==> src/rtl/instruction_encoder_pkg.sv <==
// Shared ISA definitions for the instruction encoder (the isa_defs set).
//   - INSTR_W        : instruction word width (32)
//   - fmt_e          : instruction format codes FMT_R..FMT_J (6 and 7 are illegal)
//   - OPC_*          : RV32I major opcode constants
//   - enc_word_t     : packed instruction word plus its error sideband
//   - sext_fits()    : true when imm[31:msb] are all equal, i.e. the value fits
//                      a signed field whose sign bit sits at position msb
package instruction_encoder_pkg;

   localparam int INSTR_W = 32;

   typedef enum logic [2:0] {
      FMT_R = 3'd0,
      FMT_I = 3'd1,
      FMT_S = 3'd2,
      FMT_B = 3'd3,
      FMT_U = 3'd4,
      FMT_J = 3'd5
   } fmt_e;

   localparam logic [6:0] OPC_OP     = 7'h33;
   localparam logic [6:0] OPC_OP_IMM = 7'h13;
   localparam logic [6:0] OPC_STORE  = 7'h23;
   localparam logic [6:0] OPC_BRANCH = 7'h63;
   localparam logic [6:0] OPC_LUI    = 7'h37;
   localparam logic [6:0] OPC_JAL    = 7'h6F;

   typedef struct packed {
      logic [INSTR_W-1:0] word;
      logic               err;
   } enc_word_t;

   function automatic logic sext_fits(logic [31:0] imm, int unsigned msb);
      logic [31:0] upper;
      upper = $signed(imm) >>> msb;
      return (upper == '0) || (upper == '1);
   endfunction

endpackage

==> src/rtl/instruction_encoder_if.sv <==
// Request/response bundle of the instruction encoder.
//   request : i_valid / o_ready, i_format, i_opcode, i_rd, i_rs1, i_rs2,
//             i_funct3, i_funct7, i_imm
//   response: o_valid / i_ready, o_instr, o_err, plus o_err_cnt status
// Handshake: a transfer happens on a rising clock edge where valid and ready
// are both high. A producer holding valid high keeps its payload stable until
// that edge; ready may depend combinationally on the opposite side's ready
// (o_ready includes the pop on the output side), never on the same side's valid.
// The "slave" modport is the encoder, "master" is the loader/consumer side.
interface instruction_encoder_if #(
   parameter int ERR_CNT_W = 8
);
   import instruction_encoder_pkg::*;

   logic                 i_valid;
   logic                 o_ready;
   logic [2:0]           i_format;
   logic [6:0]           i_opcode;
   logic [4:0]           i_rd;
   logic [4:0]           i_rs1;
   logic [4:0]           i_rs2;
   logic [2:0]           i_funct3;
   logic [6:0]           i_funct7;
   logic [31:0]          i_imm;
   logic                 o_valid;
   logic                 i_ready;
   logic [INSTR_W-1:0]   o_instr;
   logic                 o_err;
   logic [ERR_CNT_W-1:0] o_err_cnt;

   modport slave (
      input  i_valid, i_format, i_opcode, i_rd, i_rs1, i_rs2,
             i_funct3, i_funct7, i_imm, i_ready,
      output o_ready, o_valid, o_instr, o_err, o_err_cnt
   );

   modport master (
      output i_valid, i_format, i_opcode, i_rd, i_rs1, i_rs2,
             i_funct3, i_funct7, i_imm, i_ready,
      input  o_ready, o_valid, o_instr, o_err, o_err_cnt
   );
endinterface

==> src/rtl/instruction_encoder_imm_packer.sv <==
// Combinational packer: register/funct fields plus a 32-bit immediate in,
// RV32I instruction word plus error flag out.
//   format_i, opcode_i, rd_i, rs1_i, rs2_i, funct3_i, funct7_i, imm_i : fields
//   enc_o : {word, err}
// Illegal formats (6, 7) give word 0 with err set.
// Optional macro ENC_RANGE_CHECK_EN: immediates that do not fit their format
// give word 0 with err set; without it they are silently truncated.
module instruction_encoder_imm_packer
   import instruction_encoder_pkg::*;
(
   input  logic [2:0]  format_i,
   input  logic [6:0]  opcode_i,
   input  logic [4:0]  rd_i,
   input  logic [4:0]  rs1_i,
   input  logic [4:0]  rs2_i,
   input  logic [2:0]  funct3_i,
   input  logic [6:0]  funct7_i,
   input  logic [31:0] imm_i,
   output enc_word_t   enc_o
);

   logic imm_ok;

   always_comb begin
      enc_o = '0;
      case (format_i)
         FMT_R: enc_o.word = {funct7_i, rs2_i, rs1_i, funct3_i, rd_i, opcode_i};
         FMT_I: enc_o.word = {imm_i[11:0], rs1_i, funct3_i, rd_i, opcode_i};
         FMT_S: enc_o.word = {imm_i[11:5], rs2_i, rs1_i, funct3_i, imm_i[4:0], opcode_i};
         FMT_B: enc_o.word = {imm_i[12], imm_i[10:5], rs2_i, rs1_i, funct3_i,
                              imm_i[4:1], imm_i[11], opcode_i};
         FMT_U: enc_o.word = {imm_i[31:12], rd_i, opcode_i};
         FMT_J: enc_o.word = {imm_i[20], imm_i[10:1], imm_i[11], imm_i[19:12],
                              rd_i, opcode_i};
         default: enc_o.err = 1'b1;
      endcase

`ifdef ENC_RANGE_CHECK_EN
      // B and J offsets are halfword aligned, so bit 0 must also be clear.
      case (format_i)
         FMT_I, FMT_S: imm_ok = sext_fits(imm_i, 11);
         FMT_B:        imm_ok = sext_fits(imm_i, 12) && !imm_i[0];
         FMT_J:        imm_ok = sext_fits(imm_i, 20) && !imm_i[0];
         FMT_U:        imm_ok = (imm_i[11:0] == 12'd0);
         default:      imm_ok = 1'b1;
      endcase
`else
      imm_ok = 1'b1;
`endif

      if (enc_o.err || !imm_ok) begin
         enc_o.word = '0;
         enc_o.err  = 1'b1;
      end
   end

endmodule

==> src/rtl/instruction_encoder.sv <==
// RV32I instruction encoder: two-stage valid/ready pipeline between the boot
// loader and the instruction memory write port.
//   i_clk, i_rst_n : clock (rising edge), asynchronous active-low reset
//   bus (slave)    : request fields in, encoded word + error sideband out,
//                    saturating count of flagged words popped
// Stage 1 registers the packed word on accept; the following edge always
// moves it into the output FIFO, so latency is two edges on an empty FIFO.
// Optional macro ENC_RANGE_CHECK_EN enables immediate range checking inside
// the packer.
module instruction_encoder
   import instruction_encoder_pkg::*;
#(
   parameter int OUT_DEPTH = 2,
   parameter int ERR_CNT_W = 8
) (
   input  logic                    i_clk,
   input  logic                    i_rst_n,
   instruction_encoder_if.slave    bus
);

   localparam int PTR_W = $clog2(OUT_DEPTH);
   localparam int CNT_W = PTR_W + 1;

   enc_word_t            packed_w;
   logic                 s1_valid_q, s1_valid_d;
   enc_word_t            s1_word_q, s1_word_d;
   enc_word_t            mem_q [OUT_DEPTH];
   enc_word_t            mem_d [OUT_DEPTH];
   logic [PTR_W-1:0]     wr_ptr_q, wr_ptr_d;
   logic [PTR_W-1:0]     rd_ptr_q, rd_ptr_d;
   logic [CNT_W-1:0]     count_q, count_d;
   logic [ERR_CNT_W-1:0] err_cnt_q, err_cnt_d;
   enc_word_t            head;
   logic                 accept, push, pop;

   instruction_encoder_imm_packer u_packer (
      .format_i (bus.i_format),
      .opcode_i (bus.i_opcode),
      .rd_i     (bus.i_rd),
      .rs1_i    (bus.i_rs1),
      .rs2_i    (bus.i_rs2),
      .funct3_i (bus.i_funct3),
      .funct7_i (bus.i_funct7),
      .imm_i    (bus.i_imm),
      .enc_o    (packed_w)
   );

   assign head   = mem_q[rd_ptr_q];
   assign pop    = (count_q != '0) && bus.i_ready;
   assign push   = s1_valid_q;
   // Words already in flight (FIFO + stage 1) never exceed OUT_DEPTH, so the
   // unconditional stage-1 push can only meet a full FIFO when it also pops.
   assign bus.o_ready = ((count_q + CNT_W'(s1_valid_q)) < CNT_W'(OUT_DEPTH)) || pop;
   assign accept = bus.i_valid && bus.o_ready;

   assign bus.o_valid   = (count_q != '0);
   assign bus.o_instr   = bus.o_valid ? head.word : '0;
   assign bus.o_err     = bus.o_valid ? head.err  : 1'b0;
   assign bus.o_err_cnt = err_cnt_q;

   always_comb begin
      s1_valid_d = accept;
      s1_word_d  = accept ? packed_w : s1_word_q;
      mem_d      = mem_q;
      wr_ptr_d   = wr_ptr_q;
      rd_ptr_d   = rd_ptr_q;
      err_cnt_d  = err_cnt_q;
      if (push) begin
         mem_d[wr_ptr_q] = s1_word_q;
         wr_ptr_d        = wr_ptr_q + PTR_W'(1);
      end
      if (pop) begin
         rd_ptr_d = rd_ptr_q + PTR_W'(1);
         if (head.err && (err_cnt_q != '1)) begin
            err_cnt_d = err_cnt_q + ERR_CNT_W'(1);
         end
      end
      count_d = count_q + CNT_W'(push) - CNT_W'(pop);
   end

   always_ff @(posedge i_clk or negedge i_rst_n) begin
      if (!i_rst_n) begin
         s1_valid_q <= 1'b0;
         s1_word_q  <= '0;
         wr_ptr_q   <= '0;
         rd_ptr_q   <= '0;
         count_q    <= '0;
         err_cnt_q  <= '0;
         for (int i = 0; i < OUT_DEPTH; i++) begin
            mem_q[i] <= '0;
         end
      end else begin
         s1_valid_q <= s1_valid_d;
         s1_word_q  <= s1_word_d;
         wr_ptr_q   <= wr_ptr_d;
         rd_ptr_q   <= rd_ptr_d;
         count_q    <= count_d;
         err_cnt_q  <= err_cnt_d;
         mem_q      <= mem_d;
      end
   end

endmodule
==> src/flat_wrapper.sv <==
// flat-port wrapper written by rule: the top's interface ports become plain ports
module instruction_encoder_flat import instruction_encoder_pkg::*;
#(
   parameter int OUT_DEPTH = 2,
   parameter int ERR_CNT_W = 8
)
  (i_clk, i_rst_n, bus_i_valid, bus_i_format, bus_i_opcode, bus_i_rd, bus_i_rs1, bus_i_rs2, bus_i_funct3, bus_i_funct7, bus_i_imm, bus_i_ready, bus_o_ready, bus_o_valid, bus_o_instr, bus_o_err, bus_o_err_cnt);
  instruction_encoder_if #(.ERR_CNT_W(ERR_CNT_W)) bus_i ();
  input  logic i_clk;
  input  logic i_rst_n;
  input wire logic [$bits(bus_i.i_valid)-1:0] bus_i_valid;
  input wire logic [$bits(bus_i.i_format)-1:0] bus_i_format;
  input wire logic [$bits(bus_i.i_opcode)-1:0] bus_i_opcode;
  input wire logic [$bits(bus_i.i_rd)-1:0] bus_i_rd;
  input wire logic [$bits(bus_i.i_rs1)-1:0] bus_i_rs1;
  input wire logic [$bits(bus_i.i_rs2)-1:0] bus_i_rs2;
  input wire logic [$bits(bus_i.i_funct3)-1:0] bus_i_funct3;
  input wire logic [$bits(bus_i.i_funct7)-1:0] bus_i_funct7;
  input wire logic [$bits(bus_i.i_imm)-1:0] bus_i_imm;
  input wire logic [$bits(bus_i.i_ready)-1:0] bus_i_ready;
  output wire logic [$bits(bus_i.o_ready)-1:0] bus_o_ready;
  output wire logic [$bits(bus_i.o_valid)-1:0] bus_o_valid;
  output wire logic [$bits(bus_i.o_instr)-1:0] bus_o_instr;
  output wire logic [$bits(bus_i.o_err)-1:0] bus_o_err;
  output wire logic [$bits(bus_i.o_err_cnt)-1:0] bus_o_err_cnt;
  assign bus_i.i_valid = bus_i_valid;
  assign bus_i.i_format = bus_i_format;
  assign bus_i.i_opcode = bus_i_opcode;
  assign bus_i.i_rd = bus_i_rd;
  assign bus_i.i_rs1 = bus_i_rs1;
  assign bus_i.i_rs2 = bus_i_rs2;
  assign bus_i.i_funct3 = bus_i_funct3;
  assign bus_i.i_funct7 = bus_i_funct7;
  assign bus_i.i_imm = bus_i_imm;
  assign bus_i.i_ready = bus_i_ready;
  assign bus_o_ready = bus_i.o_ready;
  assign bus_o_valid = bus_i.o_valid;
  assign bus_o_instr = bus_i.o_instr;
  assign bus_o_err = bus_i.o_err;
  assign bus_o_err_cnt = bus_i.o_err_cnt;
  instruction_encoder #(.OUT_DEPTH(OUT_DEPTH), .ERR_CNT_W(ERR_CNT_W)) u_core (.i_clk(i_clk), .i_rst_n(i_rst_n), .bus(bus_i));
endmodule
==> config.mk <==
export PLATFORM = sky130hd
export DESIGN_NAME = instruction_encoder_flat
export DESIGN_NICKNAME = d
export VERILOG_FILES = /design/src/rtl/instruction_encoder_pkg.sv /design/src/rtl/instruction_encoder_if.sv /design/src/rtl/instruction_encoder_imm_packer.sv /design/src/rtl/instruction_encoder.sv /design/src/flat_wrapper.sv
export SDC_FILE = /design/constraint.sdc
export NUM_CORES = 1
export LEC_CHECK = 0
export CORE_UTILIZATION = 25
export DETAILED_ROUTE_END_ITERATION = 8
export GPL_TIMING_DRIVEN = 0
export PLACE_DENSITY = 0.56
export RECOVER_POWER = 100
export SLEW_MARGIN = 40
export SYNTH_ARGS = -nofsm -noshare
export SYNTH_HDL_FRONTEND = slang
export SYNTH_HIERARCHICAL = 1
export SYNTH_SLANG_ARGS = --single-unit
==> constraint.sdc <==
create_clock -name i_clk -period 1.9 [get_ports i_clk]
set_input_delay 0.19 -clock i_clk [delete_from_list [all_inputs] [get_ports i_clk]]
set_output_delay 0.19 -clock i_clk [all_outputs]
set_load 0.01 [all_outputs]
### After elaboration in Yosys (flattened, before gate mapping)

Index checks and enable logic that the tools add are counted.

| storage, ports and cells | value |
|---|---|
| word-level logic and storage cells | 47 |
| output and inout bits | 43 |
| register bits | 112 |

| operators by class | value |
|---|---|
| bitwise gates (word level) | 2 |
| $lt $le $gt $ge | 4 |
| add/subtract/negate cells | 5 |
| reductions and logical operators | 9 |
| eq/ne operators | 6 |
| mux-type cells | 10 |

Operators with widths:

| kind | count |
|---|---|
| $pmux 32 s6 | 1 |
| $mux 33 | 5 |
| $bwmux 66 | 1 |
| $demux 33 s1 | 1 |
| $mux 32 | 1 |
| $add 8x1->8 const B | 1 |
| $ne 8x8->1 const B | 1 |
| $eq 3x2->1 const B | 2 |
| $eq 3x3->1 const B | 2 |
| $reduce_or 6->1 | 1 |
| $ge 2x2->1 const B | 2 |
| $logic_and 1x1->1 | 4 |
| $not 1->2 | 2 |
| $eq 3x1->1 const B | 1 |
| $logic_not 3->1 | 1 |
| $add 1x1->1 const B | 2 |
| $add 2x1->2 | 1 |
| $lt 2x1->1 const B | 1 |
| $lt 2x2->1 const B | 1 |
| $reduce_and 2->1 | 1 |
| $reduce_bool 2->1 | 1 |
| $sub 2x1->2 | 1 |
| $logic_or 1x1->1 | 1 |
| $mux 1 | 1 |

### Depth between registers and ports, before layout

Gate-level depths: netlist of run 1.

| logic depth | value |
|---|---|
| depth after elaboration | 6 |
| gate-level depth with buffers | 6 |
| depth with buffers taken out | 5 |

### Modules after synthesis

Netlist of run 1, hierarchy kept.

By module, submodules not included:

| module | cells each | instances | area an instance (sq um) |
|---|---|---|---|
| instruction_encoder | 340 | 1 | 4,906.0 |
| instruction_encoder_imm_packer | 87 | 1 | 585.6 |

### Worst setup path before layout of run 1

OpenSTA, ideal clock, no wires.

| timing path | value |
|---|---|
| path type | flip-flop to flip-flop |
| from | register u_core.count_q[0] |
| to | register u_core/s1_word_q[10] (netlist name) |
| path buffers | 1 |
| setup slack | 0.141 ns |
| stages on the path, launching flop included | 7 |
| required time | 1.775 ns |
| arrival time | 1.634 ns |
| path through | dfrtp_1 ha_1 a21boi_1 mux2i_2 nand2_2 buf_6 mux2_4 |

| between the ends | value |
|---|---|
| word-level cells in the longest chain between the ends | 4 |
| elaborated cells between the ends (all ways) | 6 |

RTL lines:

| item | line | RTL |
|---|---|---|
| start, declared | instruction_encoder.sv:31 | `logic [CNT_W-1:0] count_q, count_d;` |
| start signal, assigned | instruction_encoder.sv:97 | `count_q <= count_d;` |
| $add 2x1->2 or $reduce_bool 2->1 (tied branches) | instruction_encoder.sv:53, instruction_encoder.sv:49 |  |
| $lt 2x2->1 or $logic_and 1x1->1 (tied branches) | instruction_encoder.sv:53, instruction_encoder.sv:49 |  |
| $logic_or 1x1->1 * | instruction_encoder.sv:53 | `assign bus.o_ready = ((count_q + CNT_W'(s1_valid_q)) < CNT_W'(OUT_DEPTH)) \|\| pop;` |
| named net bus_o_ready | flat_wrapper.sv:21 | `output wire logic [$bits(bus_i.o_ready)-1:0] bus_o_ready;` |
| $logic_and 1x1->1 * | instruction_encoder.sv:54 | `assign accept = bus.i_valid && bus.o_ready;` |
| end signal, assigned | instruction_encoder.sv:94 | `s1_word_q <= s1_word_d;` |
| end, declared | instruction_encoder.sv:26 | `enc_word_t s1_word_q, s1_word_d;` |

Mark *: on every way through the listed nets, which the timed path passes. The rest lies on a longest branch.
A chain may end at the register's enable or synchronous reset.

### Final worst setup path of run 1

| timing path | value |
|---|---|
| from | register u_core.rd_ptr_q |
| to | output bus_o_instr[11] |

| between the ends | value |
|---|---|
| word-level cells in the longest chain between the ends | 5 |

RTL lines:

| item | line | RTL |
|---|---|---|
| start, declared | instruction_encoder.sv:30 | `logic [PTR_W-1:0] rd_ptr_q, rd_ptr_d;` |
| start signal, assigned | instruction_encoder.sv:96 | `rd_ptr_q <= rd_ptr_d;` |
| $not 1->2 (not written as such) | instruction_encoder.sv:48 | `assign head = mem_q[rd_ptr_q];` |
| $mux 33 (not written as such) (3 in a row) | instruction_encoder.sv:48 |  |
| $mux 32 | instruction_encoder.sv:57 | `assign bus.o_instr = bus.o_valid ? head.word : '0;` |
| end, declared | flat_wrapper.sv:23 | `output wire logic [$bits(bus_i.o_instr)-1:0] bus_o_instr;` |

No other way between the ends. The select of a mux whose other input is x is not followed.

==> results of run 1 <==
## worst register-to-register path, delay by kind of cell (launching register included)
| kind | cells | cell delay [ns] |
|---|---|---|
| mux | 2 | 0.58 |
| flops | 1 | 0.44 |
| fa+ha+maj | 1 | 0.23 |
| buf+inv | 1 | 0.20 |
| simple gates | 1 | 0.16 |
| compound gates | 1 | 0.14 |
## routing by layer
| metal | global-route usage, % | part of all wire, % |
|---|---|---|
| met3 | 3.00 | 5.2 |
| met5 | 0 | 0 |
| met1 | 17.7 | 46 |
| met4 | 3.33 | 0.98 |
| met2 | 21.5 | 48 |
## what timing repair did
item / in CTS / in global routing
resized for setup: 56 / 26
hold endpoints to repair: 49 / 0
pin swaps: 1 / 2
hold buffers: 1 / 0
endpoints found under the setup margin: 64 / 58
buffers inserted: 5 / 5
## stage by stage
stage	utilization, %	hold slack [ns]	setup TNS, ns	power (mW)	worst slack, ns
2_1_floorplan	-	-0.106	0	6.94	0.141
3_3_place_gp	32.7	0.476	-408.17	8.88	-3.57
3_5_place_dp	32.8	0.127	-11.05	9.07	-0.410
4_1_cts	34.6	0.341	-0.841	11.0	-0.207
5_1_grt	34.8	0.483	-0.846	11.6	-0.0833
6_report	34.8	0.460	-0.0471	10.9	-0.0471
## final cells by class
class / instances / area share [%]
buffer: 25 / 3.16
clock buffer: 10 / 3.09
clock inverter: 6 / 1.01
inverter: 14 / 0.709
multi-input combinational: 276 / 33.7
sequential: 112 / 37.8
tap: 275 / 4.64
timing repair buffer: 124 / 15.9
## Yosys cell counts (2+ instances only)
library cell,instances,area [um^2]
a22oi_1,16,120
o22ai_1,6,37.5
o21ai_0,9,45.0
mux2_4,32,480
xor2_1,4,35.0
xnor2_1,2,17.5
nand2_1,15,56.3
ha_1,3,37.5
and2_1,8,50.1
a31oi_1,2,12.5
nor3_1,3,15.0
nor2_1,37,139
clkbuf_1,4,15.0
o2bb2ai_1,5,43.8
a21oi_1,2,10.0
nand3_1,3,15.0
buf_4,2,15.0
a22o_1,5,43.8
nor2b_1,3,18.8
dfrtp_1,112,2800
inv_1,14,52.6
mux2i_1,34,340
mux2_2,76,856
buf_6,5,56.3
buf_2,14,70.1
a22oi_2,2,25.0
## worst paths after layout
check / startpoint / end / cells past startpoint
worst max register to register: u_core/count_q[0] / u_core/s1_word_q[3] / 6
worst min-delay path: bus_i_format[0] / u_core/s1_word_q[32] / 5
worst max-delay path: u_core/rd_ptr_q / bus_o_instr[11] / 6
worst min register to register: u_core/mem_q[13] / u_core/mem_q[13] / 1
min in group asynchronous: i_rst_n / u_core/bus.o_err_cnt[5] / 2
max in group asynchronous: i_rst_n / u_core/mem_q[30] / 3
## sequential cells by signal (all words and copies together), names as in the netlist
register              cells
u_core/wr_ptr_q           1
u_core/mem_q             66
u_core/bus.o_err_cnt      8
u_core/count_q            2
u_core/rd_ptr_q           1
u_core/push               1
u_core/s1_word_q         33
## cells by family after synthesis
group / count (synthesis) / share of synthesized area, %
muxes: 143 / 30.8
DFF: 112 / 51.0
and+or+nand+nor: 73 / 5.95
AOI/OAI and AO/OA: 51 / 6.79
buffers and inverters: 39 / 3.80
xor gates and xnor gates: 6 / 0.957
adders and majority gates: 3 / 0.684
## report_power, final
part | switching (mW) | internal [mW]
Sequential | 0.638 | 3.41
Combinational | 2.10 | 2.77
Clock | 0.892 | 1.05
## cell usage in the layout (no fill, tap or decap), types with 3 or more instances in the layout
cell type / n
o2bb2ai_1: 5
a22oi_1: 16
xor2_1: 4
mux2_4: 32
dlymetal6s2s_1: 6
nand3_1: 3
nand2_1: 15
dlygate4sd3_1: 8
buf_6: 7
nor3_1: 3
buf_4: 9
buf_2: 9
o21ai_0: 9
nor2b_1: 3
o22ai_1: 6
dlygate4sd2_1: 21
dfrtp_1: 111
inv_1: 14
nor2_1: 36
clkdlybuf4s50_1: 69
mux2i_1: 34
clkbuf_2: 11
mux2_2: 76
clkbuf_8: 3
buf_12: 3
clkbuf_16: 9
and2_1: 8
a22o_1: 5
==> results.txt, run 1 <==
* Buf/Inv on CP: 4
- CTS root buf: clkbuf_16
- The run finished, with violations left.
- Between clock sinks in the finished design, the worst skew comes to 0.00607 ns.
- CTS built an H-tree with a depth of 3.
- Std-Cell Core Area: 0.0213 mm^2
- Mean post-synth cell area: 12.9 um^2
- The checks that failed: negative setup slack.
- The first global-routing pass estimated 22,200 um of wire.
- Half-perimeter wire length of the detailed placement result: 10,400 um
- Worst voltage drop across the vdd grid: 0.000569 V
* Total of endpoints with negative setup slack in the final report: 1
- Length of the first detailed-routing pass in iterations: 4
- Ys Warns: 6
* Grt ovf: 0
- Net Count, Synth: 501
- Worst setup EP type: primary output
- Required time reported for the critical path endpoint: 1.71 ns
- Pin count of the biggest net entering global routing: 64
- WP data arrival: 1.76 ns
* Insertion delay to the later sink of the worst-skew pair: 0.35 ns
- First-iteration detailed-routing DRC count: 121
- Worst Path Max Fanout: 10
- Counting I/O delays and the setup requirement, the final critical path takes 1.95 ns.
- Worst setup path category: reg2out
* Count of flip-flops with a built-in enable after synthesis: 0
- The number of different library cells used by synthesis comes to 35.
- DR DRC count: 0
- The multi-input combinational cells in the finished layout cover a total of 0.00249 mm^2.
- In this run the tool buffered the top-level ports with 112 buffer cells.
- Clock Path Buffers: 2
- Register bit count reported by yosys: 112
- Die height: 150 um
* Synth Flop Type: dfrtp_1
* Family with the most delay on the worst path: buffers and inverters
- Measured against its own limit, the worst slew margin works out to 14.6%.
* Setup slack on the worst flop-to-flop path: 0.03 ns
- Sum of routed wire length over all layers: 14,000 um
* Area Growth Syn to Fin: 35.0%
- # diodes: 0
- At the pin with the least slew margin, the transition time is 1.28 ns.
- For this design the static power due to leakage is 3.54 nW.
* Maximum frequency from static timing analysis: 514 MHz
- Final count of pins violating max slew: 0
- The floorplan step defined a die boundary enclosing 0.0226 mm^2.
- Setup slack on the critical path of the routed design comes to -0.0471 ns.
* Hold crit path type: in2reg
- The number of global-route vias before repair is 3,946.
- Dividing the detail-routed wire length by the instance count gives 16.7 um.
- TritonCTS built the clock tree.
- Setup repair after global routing could not meet its margin everywhere.
* Count of vias placed by the detailed router: 3,769
- The worst setup path is launched from a flop.
* Synth Cell Area: 0.00549 mm^2
* Cell breakdown of the critical path: buf_6, buf_4, buf_12, mux2i_1, nor2_1, dlygate4sd2_1
- Worst path slowest cell: dfrtp_1
- Longest individual stage delay on the worst path: 0.38 ns
- Overall global routing resource usage: 13.2%
- Number of placed instances, taps included: 815
* Async S/R FF share, synth: 100%
- Once the floorplan was initialized, standard cells occupied 25.8% of the core.
* Clock transition at the registers of the reported paths: 0.07 ns
- Summed area of non-filler cells in the final layout: 0.00741 mm^2
* Antenna viol nets, final: 0
- Pwr Density: 1460 mW/mm^2
* Routability congestion estimate: 0.768
* Number of buffers inserted during clock tree synthesis: 9
- Hold Vio Cnt, Final: 0
- Using the TritonRoute via totals, the vias-per-cell ratio works out to 4.48.
- Final non-filler cell total: 842
* Die Width: 150 um
* Clock Sink Count: 112
* Number of antenna violations at the first check in global routing: 0
- In the final layout, the share of cells above drive strength 1 is 31.0%.
- Portion of the clock cycle consumed by the worst path in the final layout: 102%
- Of the synthesized area, sequential elements account for 51.0%.
- Across the run, the number of max-cap violations was 0.
- Top Ports: 114
- Area taken by flip-flops and latches: 0.00280 mm^2
* Fill cell count: 2,130
- Post-place instance area: 0.00699 mm^2
- Number of nets at the end of the flow: 636
* Core Rows: 53
- Cell count after synthesis: 427
Note: power is estimated with default switching activity, not from simulation.
==> inputs of run 2 (changes only) <==
--- a/config.mk
+++ b/config.mk
@@ -5,10 +5,10 @@
 export SDC_FILE = /design/constraint.sdc
 export NUM_CORES = 1
 export LEC_CHECK = 0
-export CORE_UTILIZATION = 25
+export CORE_UTILIZATION = 45
 export DETAILED_ROUTE_END_ITERATION = 8
 export GPL_TIMING_DRIVEN = 0
-export PLACE_DENSITY = 0.56
+export PLACE_DENSITY = 0.83
 export RECOVER_POWER = 100
 export SLEW_MARGIN = 40
 export SYNTH_ARGS = -nofsm -noshare
==> run 2 against run 1 <==
  * The flow now finishes without violations
  * Fmax is 3.7% higher
  * Via count is 2.3% higher
  * Register-to-register slack hardly changed
  * Power is 2.3% higher
  * Sequential cell count stayed put
  * Cell area is 0.24% lower
  * Clock skew is 0.0013 ns higher
  * Die area is 44% lower
  * Sequential share of layout area is 0.11 points higher
  * Global-route usage is 6.4 points higher
  * Largest cell class unchanged
  * Highest routed layer unchanged
==> results.txt, run 2 (synthesis gave the netlist of run 1 again) <==
* Number of buffers inserted during clock tree synthesis: 9 (unchanged)
- The fill cell instance count of the final layout is 895 (-58%).
- Core Rows: 39 (-26%)
- Insertion delay to the later sink of the worst-skew pair: 0.34 ns (about the same)
- Most common library cell in the layout ignoring fill and taps: dfrtp_1
* Routability congestion estimate: 0.847 (+10%)
- Deepest level of the CTS H-tree: 3 (unchanged)
* Pin count of the biggest net entering global routing: 82 (+28%)
- Final min period: 1.88 ns (-0.0694 ns)
- Worst setup path category: reg2out
- The top cell types in the final layout, fill and taps aside, are 110 x dfrtp_1, 77 x clkdlybuf4s50_1, 76 x mux2_2.
* Sum of internal, switching and leakage power: 11.1 mW (+2.3%)
- The power density normalized to cell area was 1500 mW/mm^2 (+2.5%).
- Clock Path Buffers: 2 (unchanged)
- Clock Sink Count: 112 (unchanged)
- Max FFs per register: 66 (unchanged)
- Worst path slowest cell: clkdlybuf4s50_1
- Total area of multi-input combinational cells: 0.00254 mm^2 (+1.7%)
- Count of buffers inserted at the top-level ports: 112 (unchanged)
* Hold Vio Cnt, Final: 0 (unchanged)
- The first-iteration detailed-routing DRC count was 157 (+30%).
- The first-pass GRT wire length was 19,200 um (-13%).
- The vias per cell was 5.40 (+21%).
- The register with the most flip-flops in the final layout is u_core/mem_q.
* Family with the most delay on the worst path: buffers and inverters
- The placed wire-length estimate is 8840 um (-15%).
- The post-detailed-route count of antenna-violating nets came to 0 (unchanged).
- The final-report setup violation count was 0 (-1).
- # diodes: 0 (unchanged)
* Portion of the clock cycle consumed by the worst path in the final layout: 98.8% (-3.7 points)
- Ratio of cells with drive above 1 in the final layout: 31.2% (+0.13 points)
- DR DRC count: 0 (unchanged)
* Number of nets at the end of the flow: 640 (+0.63%)
* Hold crit path type: in2reg
* Die height: 112 um (-25%)
* Worst Path Max Fanout: 3 (-7)
- The max-slew violation count came to 0 (unchanged).
- Worst setup EP type: primary output
- Startpoint type of the worst setup path: flop
- The slew at the pin with the worst max-slew slack was 0.864 ns (-0.418 ns).
- Standby leakage power: 3.54 nW (+0.19%)
* Buf/Inv on CP: 4 (unchanged)
* Unrepaired setup endpoints after global routing: true
- Status: complete, no violations
* CTS tree: built
* Area Growth Syn to Fin: 34.6%
* Worst voltage drop across the vdd grid: 0.000578 V (+1.6%)
* Die Width: 112 um (-25%)
* Max-cap violation count: 0 (unchanged)
- The I/O pin count is 114 (unchanged).
* Std-Cell Core Area: 0.0117 mm^2 (-45%)
- Longest individual stage delay on the worst path: 0.47 ns (+0.09 ns)
- The leftover overflow at the end of global routing came to 0 (unchanged).
* Post-Route Hold Slack: 0.465 ns (+0.00456 ns)
* Maximum frequency from static timing analysis: 533 MHz (+3.7%)
- Number of antenna violations at the first check in global routing: 0 (unchanged)
* DIE AREA: 0.0126 mm^2 (-44%)
* Cell breakdown of the critical path: nor2_4, buf_4, buf_12, inv_1, clkdlybuf4s50_1
* Clock transition at the registers of the reported paths: 0.07 ns (about the same)
* Worst setup skew after layout: 0.00738 ns (+0.00131 ns)
- The number of global-route vias before repair is 3,870 (-1.9%).
- The routed via count came to 3,857 (+2.3%).
* WP data arrival: 1.69 ns (-0.07 ns)
- The total wire length after detailed routing was 12,400 um (-11%).
- The routed length per instance is 17.4 um (+4.5%).
* CTS root buf: clkbuf_16
- Starting utilization of the core area: 47.1% (+21 points)
- Required time reported for the critical path endpoint: 1.71 ns (about the same)
- Relative slew slack: 42.4% (+28 points)
- Length of the first detailed-routing pass in iterations: 4 (unchanged)
* Overall global routing resource usage: 19.6% (+6.4 points)
- The footprint of the flip-flops and latches was 0.00281 mm^2 (about the same).
-- run 2: final timing paths --
check / start / end / slack [ns] / cells after the start
setup / recovery: u_core/count_q[0] / bus_o_valid / 0.02 / 5
hold / removal: bus_i_format[0] / u_core/s1_word_q[32] / 0.46 / 5
setup reg to reg: u_core/count_q[0] / u_core/s1_word_q[0] / 0.02 / 8
hold reg to reg: u_core/mem_q[57] / u_core/mem_q[57] / 0.51 / 1
max in group asynchronous: i_rst_n / u_core/s1_word_q[8] / 0.53 / 3
min in group asynchronous: i_rst_n / u_core/bus.o_err_cnt[5] / 0.49 / 2
-- run 2: repair_timing --
item | CTS | global route
setup buffers | 5 | 6
gates cloned | 0 | 3
hold endpoints to repair | 31 | 0
hold buffers | 1 | 0
gates resized for setup | 49 | 23
pin swaps | 2 | 2
setup endpoints to repair | 35 | 52
-- run 2: final cells by class --
class	count	share of cell area [%]
sequential	112	37.9
multi-input combinational	277	34.3
timing repair buffer	127	17.1
clock buffer	10	3.23
buffer	25	3.01
tap	143	2.42
clock inverter	6	1.25
inverter	14	0.711
-- run 2: through the flow --
stage | utilization (%) | instance area [um^2] | setup TNS, ns | cells | setup WS (ns)
after floorplan | - | 5490 | 0 | 427 | 0.141
final | 63.4 | 7390 | 0 | 714 | 0.0223
after CTS | 61.8 | 7210 | -0.398 | 705 | -0.0251
after detailed placement | 58.5 | 6820 | -5.77 | 683 | -0.252
after global placement | 58.2 | 6790 | -373.45 | 682 | -3.30
after global routing | 63.4 | 7390 | -0.202 | 714 | -0.0271
-- run 2: where the power goes --
group,switching (mW),leakage [nW],internal (mW)
clock,0.842,0.155,1.20
sequential,0.664,1.40,3.42
combinational,2.11,1.99,2.87
total,3.62,3.54,7.48
-- run 2: layer usage --
layer	global-route usage [%]	part of all wire [%]
met2	34.1	50
met3	4.43	4.9
met5	0	0
met4	4.36	0.82
met1	25.1	44
-- run 2: worst register-to-register path, stage by stage (launching register included) --
cell and delay, ns:
dfrtp_2 0.44, buf_6 0.13, ha_4 0.16, a21boi_4 0.14, mux2i_4 0.21, buf_4 0.16, nand2_2 0.11, buf_4 0.16
mux2_2 0.26
==> inputs of run 3 (changes only) <==
--- a/config.mk
+++ b/config.mk
@@ -10,6 +10,7 @@
 export GPL_TIMING_DRIVEN = 0
 export PLACE_DENSITY = 0.83
 export RECOVER_POWER = 100
+export REMOVE_ABC_BUFFERS = 1
 export SLEW_MARGIN = 40
 export SYNTH_ARGS = -nofsm -noshare
 export SYNTH_HDL_FRONTEND = slang
==> run 3 against run 2 <==
  * Clock power about the same
  * Die area unchanged
  * Critical path depth is the same
  * Global-route usage increased by 1.8 points
  * Critical endpoint is now bus_o_instr[9]
  * Power shrank 0.51%
  * Sequential cell count did not move
==> results.txt, run 3 (synthesis gave the netlist of run 1 again) <==
- Status: complete, no violations
- TritonCTS built the clock tree.
- The die outline width came to 112 um (unchanged).
* Timing endpoint of the critical path: bus_o_instr[9]
- The peak supply drop came to 0.000559 V (-3.2%).
- The number of flip-flops under the largest register name was 66 (unchanged).
- Startpoint type of the worst setup path: flop
- The area used by multi-input combinational logic came to 0.00259 mm^2 (+2.2%).
- Slew @ Worst Pin: 0.907 ns (+0.0432 ns)
- The buffer depth of the longest clock path came to 2 (unchanged).
* Overall global routing resource usage: 21.5% (+1.8 points)
* Clock Sink Count: 112 (unchanged)
- Portion of the clock cycle consumed by the worst path in the final layout: 98.3% (-0.54 points)
* Routability congestion estimate: 0.804 (-5.1%)
- WP data arrival: 1.68 ns (about the same)
- The pin count of the biggest net entering global routing was 58 (-29%).
- Final setup slack of the worst path: 0.0326 ns (+0.0103 ns)
* Capture point of the worst reg-to-reg path: u_core/s1_word_q[31]
- Launch instance of the worst register-to-register path: u_core/push
- Global-route wire length before repair: 20,600 um (+7.0%)
* Via count of the first global-routing pass: 4,038 (+4.3%)
- The number of max-cap violations came to 0 (unchanged).
* Hold Vio Cnt, Final: 0 (unchanged)
- The count of antenna diodes in the layout was 0 (unchanged).
* Hold crit path type: in2async
- Fill cell count: 926 (+3.5%)
- The post-detailed-route count of antenna-violating nets came to 0 (unchanged).
* Length of the first detailed-routing pass in iterations: 4 (unchanged)
- The maximum fanout count along the critical path came to 12 (+9).
- The first-iteration detailed-routing DRC count is 182 (+16%).
- Number of nets at the end of the flow: 616 (-3.8%)
- The power density normalized to cell area came to 1530 mW/mm^2 (+1.9%).
- Ratio of cells with drive above 1 in the final layout: 29.6% (-1.6 points)
* Largest Register: u_core/mem_q
- Cell count of the worst reg-to-reg path: 6 (-2)
- Start point of the critical path: u_core/rd_ptr_q
- Pre-CTS setup slack: -0.505 ns (-0.252 ns)
- Maximum frequency from static timing analysis: 536 MHz (+0.55%)
- The post-route DRC violation count came to 0 (unchanged).
* Deepest level of the CTS H-tree: 3 (unchanged)
- The number of antenna violations at the first check in global routing came to 0 (unchanged).
- Count of buffers inserted at the top-level ports: 113 (+0.89%)
- Leaving out fill and tap cells, the most frequent cells in the layout are 110 x dfrtp_1, 76 x mux2_2, 66 x clkdlybuf4s50_1.
- The area growth from synthesis to layout is 31.4%.
- The max-slew violation count is 0 (unchanged).
- The post-route core utilization was 61.9% (-1.5 points).
- The I/O pin count is 114 (unchanged).
- Required time reported for the critical path endpoint: 1.71 ns (about the same)
* Unrepaired setup endpoints after global routing: true
- Relative slew slack: 39.3% (-3.1 points)
- The total wire length after detailed routing came to 13,000 um (+4.8%).
- Worst setup EP type: primary output
- Number of buffers inserted during clock tree synthesis: 9 (unchanged)
- The routed length per instance came to 18.9 um (+8.5%).
- Standby leakage power: 3.42 nW (-3.5%)
- The placed wire-length estimate was 8500 um (-3.9%).
- Area taken by flip-flops and latches: 0.00281 mm^2 (about the same)
- DIE AREA: 0.0126 mm^2 (unchanged)
- The final setup skew came to 0.00791 ns (+0.000532 ns).
* Worst setup path category: reg2out
- Sum of internal, switching and leakage power: 11.0 mW (-0.51%)
- The routed via count was 3,735 (-3.2%).
* Most common library cell in the layout ignoring fill and taps: dfrtp_1
- Die height: 112 um (unchanged)
- Post-detailed-route via-to-cell ratio: 5.41 (+0.21%)
- Setup_tns: 0 ns (unchanged)
- The row count is 39 (unchanged).
* Insertion delay to the later sink of the worst-skew pair: 0.35 ns (about the same)
- Clock transition at the registers of the reported paths: 0.07 ns (about the same)
- Std-Cell Core Area: 0.0117 mm^2 (unchanged)
- CTS root buf: clkbuf_16
- The initial core utilization came to 47.1% (unchanged).
- The post-route minimum period is 1.87 ns (-0.0103 ns).
* Total of endpoints with negative setup slack in the final report: 0 (unchanged)
* Grt ovf: 0 (unchanged)
- Setup slack on the worst flop-to-flop path: 0.05 ns (+0.03 ns)
## run 3: cell count changes in the layout (fill, tap and decap cells not counted), moves of 4 or more
cell / change
clkdlybuf4s50_1: -11
buf_2: -8
dlygate4sd2_1: -4
buf_4: -11
buf_8: +4
clkdlybuf4s15_1: +4
dlygate4sd3_1: +8
## run 3: report_power, final
| part | total, mW | switching (mW) | internal [mW] |
|---|---|---|---|
| Sequential | 4.11 | 0.691 | 3.42 |
| Combinational | 4.86 | 2.14 | 2.72 |
| Clock | 2.07 | 0.884 | 1.19 |
| Total | 11.0 | 3.72 | 7.33 |
## run 3: worst min path at each step
stage,slack (ns),endpoint,from
6_report,0.34,u_core/count_q[1],i_rst_n
5_1_grt,0.38,u_core/count_q[1],i_rst_n
4_1_cts,0.36,u_core/rd_ptr_q,i_rst_n
3_5_place_dp,0.14,u_core/count_q[1],i_rst_n
3_3_place_gp,0.48,u_core/wr_ptr_q,u_core/wr_ptr_q
2_1_floorplan,-0.11,u_core/bus.o_err_cnt[0],i_rst_n
## run 3: cell type report
cell class / instances / area share [%]
well taps: 143 / 2.48
clock buffers: 9 / 3.12
multi-input cells: 280 / 35.9
clock inverters: 7 / 1.51
flip-flops and latches: 112 / 38.9
repair buffers: 125 / 17.3
inverters: 14 / 0.728
## run 3: stage by stage
stage	instances	cell area (um^2)	hold WS (ns)
2_1_floorplan	402	5340	-0.106
3_3_place_gp	658	6650	0.476
3_5_place_dp	664	6780	0.141
4_1_cts	688	7200	0.360
5_1_grt	690	7220	0.379
6_report	690	7220	0.343
## run 3: repair_timing
action | 4_1_cts | 5_1_grt
endpoints found under the hold margin | 55 | 0
resized for setup | 46 | 16
setup endpoints to repair | 71 | 27
pin swaps | 2 | 0
hold buffers | 1 | 0
setup buffers | 4 | 0
cloned | 3 | 2
## run 3: critical path: stages (launching register included)
cell           delay [ns]
dfrtp_4              0.52
buf_12               0.14
buf_16               0.15
mux2i_1              0.17
nor2_1               0.05
dlygate4sd2_1        0.28
## run 3: layer usage
metal,global-route usage [%],up-vias,wire [um]
met5,0,-,0
met4,6.13,0,126
met3,4.16,11,546
met2,38.0,111,6580
met1,26.8,1867,5790
li1,-,1746,-
